$ cat config.mk
export PLATFORM = sky130hd
export DESIGN_NAME = hmj_ld_cmd_tx
export DESIGN_NICKNAME = d
export VERILOG_FILES = /design/src/rtl/hmj_ld_cmd_tx.sv
export SDC_FILE = /design/constraint.sdc
export NUM_CORES = 1
export LEC_CHECK = 0
export CAP_MARGIN = 10
export CORE_ASPECT_RATIO = 1.2
export CORE_MARGIN = 5
export CORE_UTILIZATION = 35
export CTS_CLUSTER_DIAMETER = 60
export DETAILED_ROUTE_END_ITERATION = 16
export DONT_BUFFER_PORTS = 1
export GPL_TIMING_DRIVEN = 0
export SYNTH_ARGS = -nofsm -noshare
export SYNTH_HDL_FRONTEND = slang
export SYNTH_SLANG_ARGS = --single-unit
export TNS_END_PERCENT = 10
$ cat constraint.sdc
create_clock -name i_sys_clk -period 3.8 [get_ports i_sys_clk]
set_input_delay 0.76 -clock i_sys_clk [delete_from_list [all_inputs] [get_ports i_sys_clk]]
set_output_delay 0.76 -clock i_sys_clk [all_outputs]
set_load 0.02 [all_outputs]
$ cat src/rtl/hmj_ld_cmd_tx.sv
// hmj_ld_cmd_tx
// Builds one radar command frame from a captured command and streams it out
// as UART 8N1. Frame layout:
//   FD FC FB FA | LEN_L LEN_H | CMD_L CMD_H | payload[0..N-1] | 04 03 02 01
// where N = clamp(payload_len, 4) and LEN = 2 + N.
//
// Ports
//   i_sys_clk      system clock
//   i_sys_rst      asynchronous active-high reset
//   i_cmd_vld      command request, taken when o_cmd_rdy is high
//   o_cmd_rdy      idle and able to accept a command
//   i_cmd_word     16-bit command word
//   i_payload      32-bit command value, byte 0 = bits [7:0]
//   i_payload_len  payload byte count 0..4 (larger values clamp to 4)
//   o_uart_txd     registered serial line, idle high
//   o_busy         frame transmission in progress
//   o_done         one-cycle pulse after the last stop bit
module hmj_ld_cmd_tx #(
    parameter int CLK_FREQ = 50_000_000,
    parameter int BAUD     = 115200
) (
    input  logic        i_sys_clk,
    input  logic        i_sys_rst,
    input  logic        i_cmd_vld,
    output logic        o_cmd_rdy,
    input  logic [15:0] i_cmd_word,
    input  logic [31:0] i_payload,
    input  logic [2:0]  i_payload_len,
    output logic        o_uart_txd,
    output logic        o_busy,
    output logic        o_done
);

    localparam int BAUD_DIV = CLK_FREQ / BAUD;
    localparam int CNT_W    = (BAUD_DIV > 1) ? $clog2(BAUD_DIV) : 1;
    localparam logic [CNT_W-1:0] CNT_LAST = CNT_W'(BAUD_DIV - 1);

    typedef enum logic [2:0] {
        S_IDLE,
        S_START,
        S_DATA,
        S_STOP,
        S_DONE
    } state_t;

    state_t           state_reg, state_next;
    logic [CNT_W-1:0] baud_cnt_reg, baud_cnt_next;
    logic [2:0]       bit_idx_reg, bit_idx_next;
    logic [3:0]       byte_idx_reg, byte_idx_next;
    logic [15:0]      cmd_reg;
    logic [31:0]      payload_reg;
    logic [2:0]       len_reg;
    logic             arm_reg;
    logic             txd_reg, txd_next;

    logic             accept;
    logic [3:0]       len4;
    logic [3:0]       last_idx;
    logic [3:0]       tail_idx;
    logic [7:0]       tx_byte;
    logic [7:0]       pay_byte [4];

    // Ready only in IDLE once out of reset; the DONE cycle is excluded so a
    // new command always lands at least one cycle after o_done.
    assign o_cmd_rdy  = arm_reg && (state_reg == S_IDLE);
    assign accept     = i_cmd_vld && o_cmd_rdy;
    assign o_uart_txd = txd_reg;

    assign len4     = {1'b0, len_reg};
    assign last_idx = 4'd11 + len4;
    assign tail_idx = byte_idx_reg - 4'd8 - len4;

    generate
        for (genvar gi = 0; gi < 4; gi++) begin : g_pay
            assign pay_byte[gi] = payload_reg[8*gi +: 8];
        end
    endgenerate

    // Byte currently on the line, built only from captured registers.
    // Payload offset (idx - 8) reduces to idx[1:0] because 8 is a multiple of 4.
    always_comb begin
        tx_byte = 8'h01;
        if (byte_idx_reg < 4'd4) begin
            case (byte_idx_reg[1:0])
                2'd0:    tx_byte = 8'hFD;
                2'd1:    tx_byte = 8'hFC;
                2'd2:    tx_byte = 8'hFB;
                default: tx_byte = 8'hFA;
            endcase
        end else if (byte_idx_reg == 4'd4) begin
            tx_byte = {5'd0, len_reg} + 8'd2;
        end else if (byte_idx_reg == 4'd5) begin
            tx_byte = 8'h00;
        end else if (byte_idx_reg == 4'd6) begin
            tx_byte = cmd_reg[7:0];
        end else if (byte_idx_reg == 4'd7) begin
            tx_byte = cmd_reg[15:8];
        end else if (byte_idx_reg < (4'd8 + len4)) begin
            tx_byte = pay_byte[byte_idx_reg[1:0]];
        end else begin
            case (tail_idx[1:0])
                2'd0:    tx_byte = 8'h04;
                2'd1:    tx_byte = 8'h03;
                2'd2:    tx_byte = 8'h02;
                default: tx_byte = 8'h01;
            endcase
        end
    end

    // State register, counters and command capture.
    always_ff @(posedge i_sys_clk or posedge i_sys_rst) begin
        if (i_sys_rst) begin
            state_reg    <= S_IDLE;
            baud_cnt_reg <= '0;
            bit_idx_reg  <= '0;
            byte_idx_reg <= '0;
            cmd_reg      <= '0;
            payload_reg  <= '0;
            len_reg      <= '0;
            arm_reg      <= 1'b0;
            txd_reg      <= 1'b1;
        end else begin
            state_reg    <= state_next;
            baud_cnt_reg <= baud_cnt_next;
            bit_idx_reg  <= bit_idx_next;
            byte_idx_reg <= byte_idx_next;
            arm_reg      <= 1'b1;
            txd_reg      <= txd_next;
            if (accept) begin
                cmd_reg     <= i_cmd_word;
                payload_reg <= i_payload;
                len_reg     <= (i_payload_len > 3'd4) ? 3'd4 : i_payload_len;
            end
        end
    end

    // Next-state and counter logic.
    always_comb begin
        state_next    = state_reg;
        baud_cnt_next = baud_cnt_reg;
        bit_idx_next  = bit_idx_reg;
        byte_idx_next = byte_idx_reg;
        case (state_reg)
            S_IDLE: begin
                baud_cnt_next = '0;
                bit_idx_next  = '0;
                byte_idx_next = '0;
                if (accept) begin
                    state_next = S_START;
                end
            end
            S_START: begin
                if (baud_cnt_reg == CNT_LAST) begin
                    baud_cnt_next = '0;
                    bit_idx_next  = '0;
                    state_next    = S_DATA;
                end else begin
                    baud_cnt_next = baud_cnt_reg + 1'b1;
                end
            end
            S_DATA: begin
                if (baud_cnt_reg == CNT_LAST) begin
                    baud_cnt_next = '0;
                    bit_idx_next  = bit_idx_reg + 3'd1;
                    if (bit_idx_reg == 3'd7) begin
                        state_next = S_STOP;
                    end
                end else begin
                    baud_cnt_next = baud_cnt_reg + 1'b1;
                end
            end
            S_STOP: begin
                if (baud_cnt_reg == CNT_LAST) begin
                    baud_cnt_next = '0;
                    if (byte_idx_reg == last_idx) begin
                        state_next = S_DONE;
                    end else begin
                        byte_idx_next = byte_idx_reg + 4'd1;
                        state_next    = S_START;
                    end
                end else begin
                    baud_cnt_next = baud_cnt_reg + 1'b1;
                end
            end
            S_DONE: begin
                byte_idx_next = '0;
                state_next    = S_IDLE;
            end
            default: begin
                state_next = S_IDLE;
            end
        endcase
    end

    // Outputs. The line level is computed from the next state so the txd
    // register lines up with the state register.
    always_comb begin
        o_busy   = (state_reg == S_START) || (state_reg == S_DATA) || (state_reg == S_STOP);
        o_done   = (state_reg == S_DONE);
        txd_next = 1'b1;
        case (state_next)
            S_START: txd_next = 1'b0;
            S_DATA:  txd_next = tx_byte[bit_idx_next];
            default: txd_next = 1'b1;
        endcase
    end

endmodule

Word-level counts from Yosys, hierarchy flattened

Cells that the tools add are included.

Word-level logic and storage cells: 84
Output and inout port bits: 4
Bits in registers: 72
Input bits: 54

Equal/unequal tests: 19
Bitwise operators: 1
Muxes and demuxes: 30
Add/sub/neg operators: 8
$lt $le $gt $ge: 5
Reduce and logical (&&, ||, !) cells: 12

Operator list:

| operator                                                    | count |
|---|---|
| two-way mux 8 bit                                           | 8 |
| two-way mux 3 bit                                           | 9 |
| case mux 3 bit (3 select lines)                             | 3 |
| case mux 9 bit (2 select lines)                             | 1 |
| binary-select mux 8 bit (select 2 bit)                      | 1 |
| == test 4 x 3 -> 1 bit (second input constant)              | 4 |
| case mux 3 bit (4 select lines)                             | 1 |
| adder 9 x 1 -> 9 bit (second input constant)                | 1 |
| == test 3 x 2 -> 1 bit (second input constant)              | 3 |
| == test 9 bit (second input constant)                       | 1 |
| two-way mux 9 bit                                           | 1 |
| adder 4 x 3 -> 4 bit (first input constant)                 | 2 |
| two-way mux 4 bit                                           | 2 |
| case mux 4 bit (2 select lines)                             | 1 |
| == test 3 x 1 -> 1 bit (second input constant)              | 2 |
| == test 3 bit (second input constant)                       | 2 |
| adder 3 x 2 -> 4 bit (second input constant)                | 1 |
| adder 4 x 1 -> 4 bit (second input constant)                | 1 |
| == test 2 x 1 -> 1 bit (second input constant)              | 2 |
| == test 2 bit (second input constant)                       | 2 |
| == test 4 bit                                               | 1 |
| zero test 2 bit                                             | 2 |
| less-than comparator 3 x 4 -> 1 bit (second input constant) | 1 |
| less-than comparator 4 x 3 -> 1 bit (second input constant) | 1 |
| other kinds (18)                                            | 22 |

Longest topological paths before layout

Gate-level depths: netlist (run 1).

Word-level depth: 13
Mapped depth: 14
Mapped depth without buffers: 14

Worst setup path before layout (run 1)

Ideal clock, no wire load.

Path kind: register to register
Start point: reg baud_cnt_reg[2]
End point: reg txd_reg (netlist: o_uart_txd)
Required time: 3718 ps
Library setup time: 82 ps
Arrival: 2768 ps
Setup slack: 950 ps
Cell stages (with the launch flop): 12
Clock period less this slack: 2850 ps
Cells stage by stage: dfrtp_1 > or4b_4 > nor2_4 > inv_2 > ha_1 > nor4b_1 > a31oi_1 > and2_2 > o32a_2 > nor3_1 > o32ai_1 > a22oi_1

Cells in the longest elaborated chain, start to end: 6
Elaborated cells on any way between the ends: 13
Those cells by class: eq/ne: 3; mux: 10

Ends and longest elaborated chain:

| what                                    | RTL line      | source |
|---|---|---|
| from (decl)                             | 47            | `logic [CNT_W-1:0] baud_cnt_reg, baud_cnt_next;` |
| from (signal assigned)                  | 124           | `baud_cnt_reg <= baud_cnt_next;` |
| == test 9 bit *                         | 153, 162, 173 |  |
| two-way mux 3 bit (on tied branches)    | 162, 153      |  |
| case mux 3 bit (3 select lines)         | 143           | `case (state_reg)` |
| binary-select mux 1 bit (select 3 bit)  | 203           | `S_DATA: txd_next = tx_byte[bit_idx_next];` |
| two-way mux 1 bit (implied by the code) | 203           |  |
| case mux 1 bit (2 select lines) *       | 201           | `case (state_next)` |
| via txd_next                            | 54            | `logic txd_reg, txd_next;` |
| to (signal assigned)                    | 128           | `txd_reg <= txd_next;` |
| to (decl)                               | 54            |  |

Mark *: on every way through the listed nets, which the timed path passes. The rest lies on a longest branch. The select of a mux whose other input is x is not followed.
A chain may end at the register's enable or synchronous reset.

Worst setup path after layout (run 1)

Start point: reg baud_cnt_reg[2]
End point: reg txd_reg (netlist: o_uart_txd)

Cells in the longest elaborated chain, start to end: 6
Elaborated cells on any way between the ends: 13
Those cells by class: eq/ne: 3; mux: 10

Ends and longest elaborated chain:

| what                                      | RTL line | source |
|---|---|---|
| == test 9 bit *                           | 153, 162 |  |
| two-way mux 3 bit (on tied branches)      | 162, 153 |  |
| case mux 3 bit (3 select lines) *         | 143      |  |
| via bit_idx_next[0]                       | 48       | `logic [2:0] bit_idx_reg, bit_idx_next;` |
| binary-select mux 1 bit (select 3 bit) *  | 203      |  |
| two-way mux 1 bit (implied by the code) * | 203      |  |
| case mux 1 bit (2 select lines) *         | 201      |  |
| via txd_next                              | 54       |  |

Marks and branches as above.

==> flow_metrics.env, run 1 <==
export IMPL_vias_per_cell=5.494
export IMPL_ys_flop_type="dfrtp_1"
export IMPL_synthToLayoutAreaGrowth_pct=11.51
export IMPL_synth_area_sq_um=3891
export IMPL_nets=413
export IMPL_synth_edf_count=0
export IMPL_holdBufCountCts=0
export IMPL_utilization_pct=39.51
export IMPL_status="completed"
export IMPL_cp_arrival_ns=3.57
export IMPL_drc=0
export IMPL_route_final_wire_length_um=8577
export IMPL_cp_end_kind="register"
export IMPL_rows=42
export IMPL_routedWlPerCell_um=17.87
export IMPL_dp_hpwl_um=6416
export IMPL_cts_resized=0
export IMPL_cp_start_kind="register"
export IMPL_die_h_um=125.5
export IMPL_drv_slew=0
export IMPL_core_area_sq_um=10980
export IMPL_dieArea_sq_um=13340
export IMPL_ant_nets=0
export IMPL_clk_latency_ns=0.34
export IMPL_required_ns=4.05
export IMPL_crit_fanout=7
export IMPL_antenna_found_initial=0
export IMPL_dpl_cell_area_sq_um=4059
export IMPL_fin_worst_skew_ns=0.005839
export IMPL_finalHoldViolCount=0
export IMPL_cpPeakStageDelay_ns=0.59
export IMPL_max_freq_mhz=300.6
export IMPL_cts_tree="done"
export IMPL_h_tree_depth=3
export IMPL_rsz0062_at_grt="false"
export IMPL_grt_overflow_total=0
export IMPL_first_pass_iters=4
export IMPL_postSynthAreaPerCell_sq_um=11.72
export IMPL_power_density_nw_per_um2=360.9
export IMPL_ys_ff_latch=72
export IMPL_grt_max_degree=73
export IMPL_netlist_top_cells_area="dfrtp_1, mux2_2, ha_1"
export IMPL_p_leak_nw=1.954
export IMPL_grt_pass1_vias=2742
export IMPL_cp_top_family="simple AND/OR/NAND/NOR gates"
export IMPL_yosys_warnings=0
export IMPL_fillers=1046
export IMPL_worst_slew_pin_slew_ns=1.178
export IMPL_multi_input_area_sq_um=1931
export IMPL_relSlewSlack_pct=20.34
export IMPL_insertedDiodeCount=0
export IMPL_finalSetupViolCount=0
export IMPL_numPortBuffers=0
export IMPL_ys_seq_area_share_pct=46.33
export IMPL_async_flop_share_pct=100.0
export IMPL_largest_reg_flops=32
export IMPL_dr_total_vias=2637
export IMPL_post_cts_setup_buffer_count=0
export IMPL_first_iter_violations=137
export IMPL_io_pins=58
export IMPL_synth_cells=332
export IMPL_crit_chain="or4b_4, nor2_4, inv_2, ha_1, nor4b_1, a31oi_1, and2_2, inv_1, nor3_1, o221a_1, o32ai_1, a22oi_1"
export IMPL_ctsRootBufferMaster="clkbuf_16"
export IMPL_ir_worst_vdd_v=0.0002326
export IMPL_syn_nets=402
export IMPL_clockBufferDepth=2
export IMPL_crit_slowest_cell="or4b_4"
export IMPL_critPathBufInv=2
export IMPL_synth_top_cell_by_area="dfrtp_1"
export IMPL_ys_types=64
export IMPL_gr_usage_all_layers_pct=13.64
export IMPL_stdcell_area_sq_um=4339
export IMPL_clkSinkCount=72
export IMPL_drv_cap=0
export IMPL_grt_pass1_wl_um=14310
export IMPL_timing_final_crit_share_pct=87.53
export IMPL_criticalPathCategory="register to register"
export IMPL_seqCellArea_sq_um=1803
export IMPL_synth_top_area_share_pct=45.66
export IMPL_period_needed_ns=3.326
export IMPL_start_util_pct=35.43
export IMPL_tns_ns=0
export IMPL_hold_class="input pin to async pin"
export IMPL_numCtsBuffers=9
export IMPL_clkTransAtPathRegs_ns=0.06
export IMPL_gp_congestion=0.8455
export IMPL_die_w_um=106.3
export IMPL_drive_gt1_share_pct=26.72
-- cell usage in the layout, fill, tap and decap left out, types with 3 or more instances in the layout --
cell type,netlist,layout
xnor2_1,6,6
nand4_1,3,3
a21oi_1,8,8
a221oi_1,6,6
clkbuf_1,7,7
mux2_2,49,49
clkbuf_16,0,9
and3_1,3,3
nor2b_1,3,3
nor3_1,5,5
inv_1,12,11
nand2b_1,6,6
dfrtp_1,71,71
nand3_1,6,6
o31ai_1,4,4
ha_1,15,15
and2_1,3,3
nand2_1,20,20
mux4_2,8,8
clkbuf_8,4,4
nor2_1,21,21
o21ai_0,19,19
-- through the flow --
step	hold WS [ns]	power (mW)	worst slack, ns	std cells
floorplan	0.4526	0.7940	0.9501	332
global placement	0.4813	0.7985	0.4210	464
detailed placement	0.4871	0.7990	0.5185	464
CTS	0.5015	1.588	0.4876	480
global route	0.5076	1.631	0.3057	480
finish	0.4953	1.566	0.4739	480
-- metal layers --
layer / part of all wire [%] / vias up / GRT usage [%]
li1: - / 1244 / -
met3: 7.8 / 12 / 5.619
met1: 41 / 1315 / 16.12
met5: 0 / - / 0
met2: 49 / 66 / 22.08
met4: 1.7 / 0 / 5.259
-- cells by family after synthesis --
group | count (synthesis) | share of synthesized area (%)
buffers and inverters | 29 | 4.051
xor gates and xnor gates | 8 | 1.801
muxes | 59 | 19.32
adders and majority gates | 16 | 5.338
other | 1 | 0.09637
and+or+nand+nor | 87 | 12.12
DFF | 72 | 46.33
AOI/OAI and AO/OA | 60 | 10.93
-- Yosys cell counts, types with 6 or more instances --
cell,number
a221oi_1,6
nand2b_1,6
nor2_1,21
nand3_1,6
inv_1,12
dfrtp_1,71
ha_1,15
nand2_1,20
clkbuf_1,7
mux4_2,8
o21ai_0,19
mux2_2,49
xnor2_1,6
a21oi_1,8
-- worst paths after layout --
kind | start | end | slack [ns] | cells after the start
min | i_sys_rst | payload_reg[24]$_DFFE_PP0P_ | 0.50 | 1
max reg2reg | baud_cnt_reg[2]$_DFFE_PP0P_ | o_uart_txd$_DFF_PP1_ | 0.47 | 12
max in group asynchronous | i_sys_rst | len_reg[1]$_DFFE_PP0P_ | 2.73 | 1
max | baud_cnt_reg[2]$_DFFE_PP0P_ | o_uart_txd$_DFF_PP1_ | 0.47 | 12
min in group i_sys_clk | baud_cnt_reg[8]$_DFFE_PP0P_ | baud_cnt_reg[8]$_DFFE_PP0P_ | 0.50 | 1
min reg2reg | baud_cnt_reg[8]$_DFFE_PP0P_ | baud_cnt_reg[8]$_DFFE_PP0P_ | 0.50 | 1
-- where the power goes --
| group | internal (mW) | switching (mW) |
|---|---|---|
| logic | 0.00152 | 0.0148 |
| clock network | 0.446 | 0.336 |
| registers | 0.767 | 0.0000942 |
| total | 1.22 | 0.350 |
-- cell type report --
| cell class | instances | area share [%] |
|---|---|---|
| Clock inverter | 7 | 1.269 |
| Tap cell | 132 | 3.806 |
| Inverter | 14 | 1.269 |
| Buffer | 15 | 2.422 |
| Clock buffer | 9 | 5.190 |
| Multi-Input combinational cell | 231 | 44.49 |
| Sequential cell | 72 | 41.55 |
Power figures use the tool's default switching activity.
==> run 2: changes to the inputs <==
Settings changed: CORE_UTILIZATION 35 to 60, PLACE_DENSITY from default to 0.83.
==> run 2 against run 1 <==
  * Non-clock buffer count stayed put
  * Cell count is 9.8% lower
  * Register-to-register slack better by 0.09 ns
  * Flip-flop and latch count stayed put
  * Hold slack worse by 0.028 ns
  * First-iteration DRC count is 5.8% lower
  * Largest cell class unchanged
  * Largest power group is now registers
==> flow_metrics.env, run 2 (synthesis results as in run 1) <==
export IMPL_clk_latency_ns=0.34
export IMPL_grt_pass1_vias=2815
export IMPL_dieArea_sq_um=8203
export IMPL_tns_ns=0
export IMPL_p_clk_share_pct=41.1
export IMPL_cp_start_kind="register"
export IMPL_criticalPathCategory="register to register"
export IMPL_first_pass_iters=4
export IMPL_post_cts_setup_buffer_count=0
export IMPL_holdBufCountCts=0
export IMPL_finalHoldViolCount=0
export IMPL_internal_power_mw=1.011
export IMPL_gp_congestion=0.9036
export IMPL_first_iter_violations=129
export IMPL_die_h_um=98.22
export IMPL_period_needed_ns=3.234
export IMPL_p_comb_share_pct=1.2
export IMPL_final_common_cell="dfrtp_1"
export IMPL_timing_final_crit_share_pct=85.10
export IMPL_route_final_wire_length_um=7988
export IMPL_clockBufferDepth=2
export IMPL_h_tree_depth=3
export IMPL_grt_overflow_total=0
export IMPL_cts_resized=0
export IMPL_numCtsBuffers=9
export IMPL_crit_chain="or4b_4, nor2_4, inv_2, ha_1, nor4b_1, a31oi_1, and2_2, inv_1, nor3_1, o221a_1, o32ai_1, a22oi_1"
export IMPL_ir_worst_vdd_v=0.0003188
export IMPL_required_ns=4.06
export IMPL_stdcell_area_sq_um=4180
export IMPL_drv_cap=0
export IMPL_drv_slew=0
export IMPL_crit_fanout=7
export IMPL_cts_tree="done"
export IMPL_drive_gt1_share_pct=26.72
export IMPL_dr_total_vias=2641
export IMPL_grt_max_degree=73
export IMPL_finalSetupViolCount=0
export IMPL_p_sw_uw=316.1
export IMPL_rows=32
export IMPL_vias_per_cell=6.099
export IMPL_status="completed"
export IMPL_fin_worst_skew_ns=0.007747
export IMPL_clkTransAtPathRegs_ns=0.08
export IMPL_insertedDiodeCount=0
export IMPL_cpPeakStageDelay_ns=0.59
export IMPL_dpl_cell_area_sq_um=4000
export IMPL_dp_hpwl_um=6020
export IMPL_core_area_sq_um=6366
export IMPL_cp_arrival_ns=3.49
export IMPL_worst_slew_pin_slew_ns=1.078
export IMPL_ctsRootBufferMaster="clkbuf_8"
export IMPL_drc=0
export IMPL_nets=413
export IMPL_die_w_um=83.52
export IMPL_numPortBuffers=0
export IMPL_io_pins=58
export IMPL_relSlewSlack_pct=27.14
export IMPL_routedWlPerCell_um=18.45
export IMPL_max_freq_mhz=309.2
export IMPL_power_density_nw_per_um2=317.4
export IMPL_crit_slowest_cell="or4b_4"
export IMPL_clkSinkCount=72
export IMPL_antenna_found_initial=0
export IMPL_ant_nets=0
export IMPL_most_common_layout_cells="dfrtp_1, mux2_2, nor2_1"
export IMPL_power_frac_seq_pct=57.7
export IMPL_holdWs_ns=0.4671
export IMPL_gr_usage_all_layers_pct=20.90
export IMPL_swShare_pct=23.83
export IMPL_synthToLayoutAreaGrowth_pct=7.428
export IMPL_grt_pass1_wl_um=13720
export IMPL_cp_end_kind="register"
export IMPL_hold_class="input pin to async pin"
export IMPL_largest_reg_flops=32
export IMPL_p_leak_nw=1.912
export IMPL_rsz0062_at_grt="false"
export IMPL_start_util_pct=61.12
-- run 2: cell count changes in the layout (fill, tap and decap cells not counted) --
cell,delta
clkbuf_16,-9
clkbuf_8,+9
clkinv_4,+1
clkinvlp_4,-1
-- run 2: path summary, 6_finish.rpt --
check / from / to / slack (ns) / cells after the start
max: baud_cnt_reg[2]$_DFFE_PP0P_ / o_uart_txd$_DFF_PP1_ / 0.57 / 12
min: i_sys_rst / payload_reg[24]$_DFFE_PP0P_ / 0.47 / 1
max reg2reg: baud_cnt_reg[2]$_DFFE_PP0P_ / o_uart_txd$_DFF_PP1_ / 0.57 / 12
min reg2reg: payload_reg[18]$_DFFE_PP0P_ / payload_reg[18]$_DFFE_PP0P_ / 0.50 / 1
max in group asynchronous: i_sys_rst / len_reg[2]$_DFFE_PP0P_ / 2.79 / 1
min in group i_sys_clk: payload_reg[18]$_DFFE_PP0P_ / payload_reg[18]$_DFFE_PP0P_ / 0.50 / 1
-- run 2: through the flow --
| step | util (%) | power [mW] | setup WS [ns] | instances |
|---|---|---|---|---|
| after floorplan | - | 0.7940 | 0.9501 | 332 |
| after global placement | 62.79 | 0.7979 | 0.5345 | 417 |
| after detailed placement | 62.83 | 0.7982 | 0.5977 | 417 |
| after CTS | 65.66 | 1.341 | 0.5718 | 433 |
| after global routing | 65.66 | 1.386 | 0.3942 | 433 |
| final | 65.66 | 1.327 | 0.5660 | 433 |
-- run 2: power groups by stage --
stage / logic, mW / registers, mW / clock network [mW]
finish: 0.0156 / 0.766 / 0.545
global route: 0.0193 / 0.766 / 0.601
CTS: 0.0169 / 0.766 / 0.558
detailed placement: 0.0168 / 0.781 / 0
global placement: 0.0164 / 0.781 / 0
floorplan: 0.0127 / 0.781 / 0
-- run 2: area by class of cell --
class	instances	area (sq um)
clock inverter	7	56.30
fill	493	2186
multi-input combinational	231	1931
buffer	15	105.1
tap	85	106.4
clock buffer	9	123.9
inverter	14	55.05
sequential	72	1803
-- run 2: worst max-delay path: cells and delay by family (launching register included) --
family / cells / cell delay (ns)
AOI/OAI and AO/OA: 4 / 0.96
and+or+nand+nor: 5 / 1.29
buffers and inverters: 2 / 0.17
DFF: 1 / 0.44
adders and majority gates: 1 / 0.27
-- run 2: routing by layer --
layer	wire [um]	part of all wire [%]	GRT usage [%]
met1	3177	40	24.75
met2	4140	52	35.43
met3	490	6.1	6.751
met4	180	2.3	8.168
met5	0	0	0
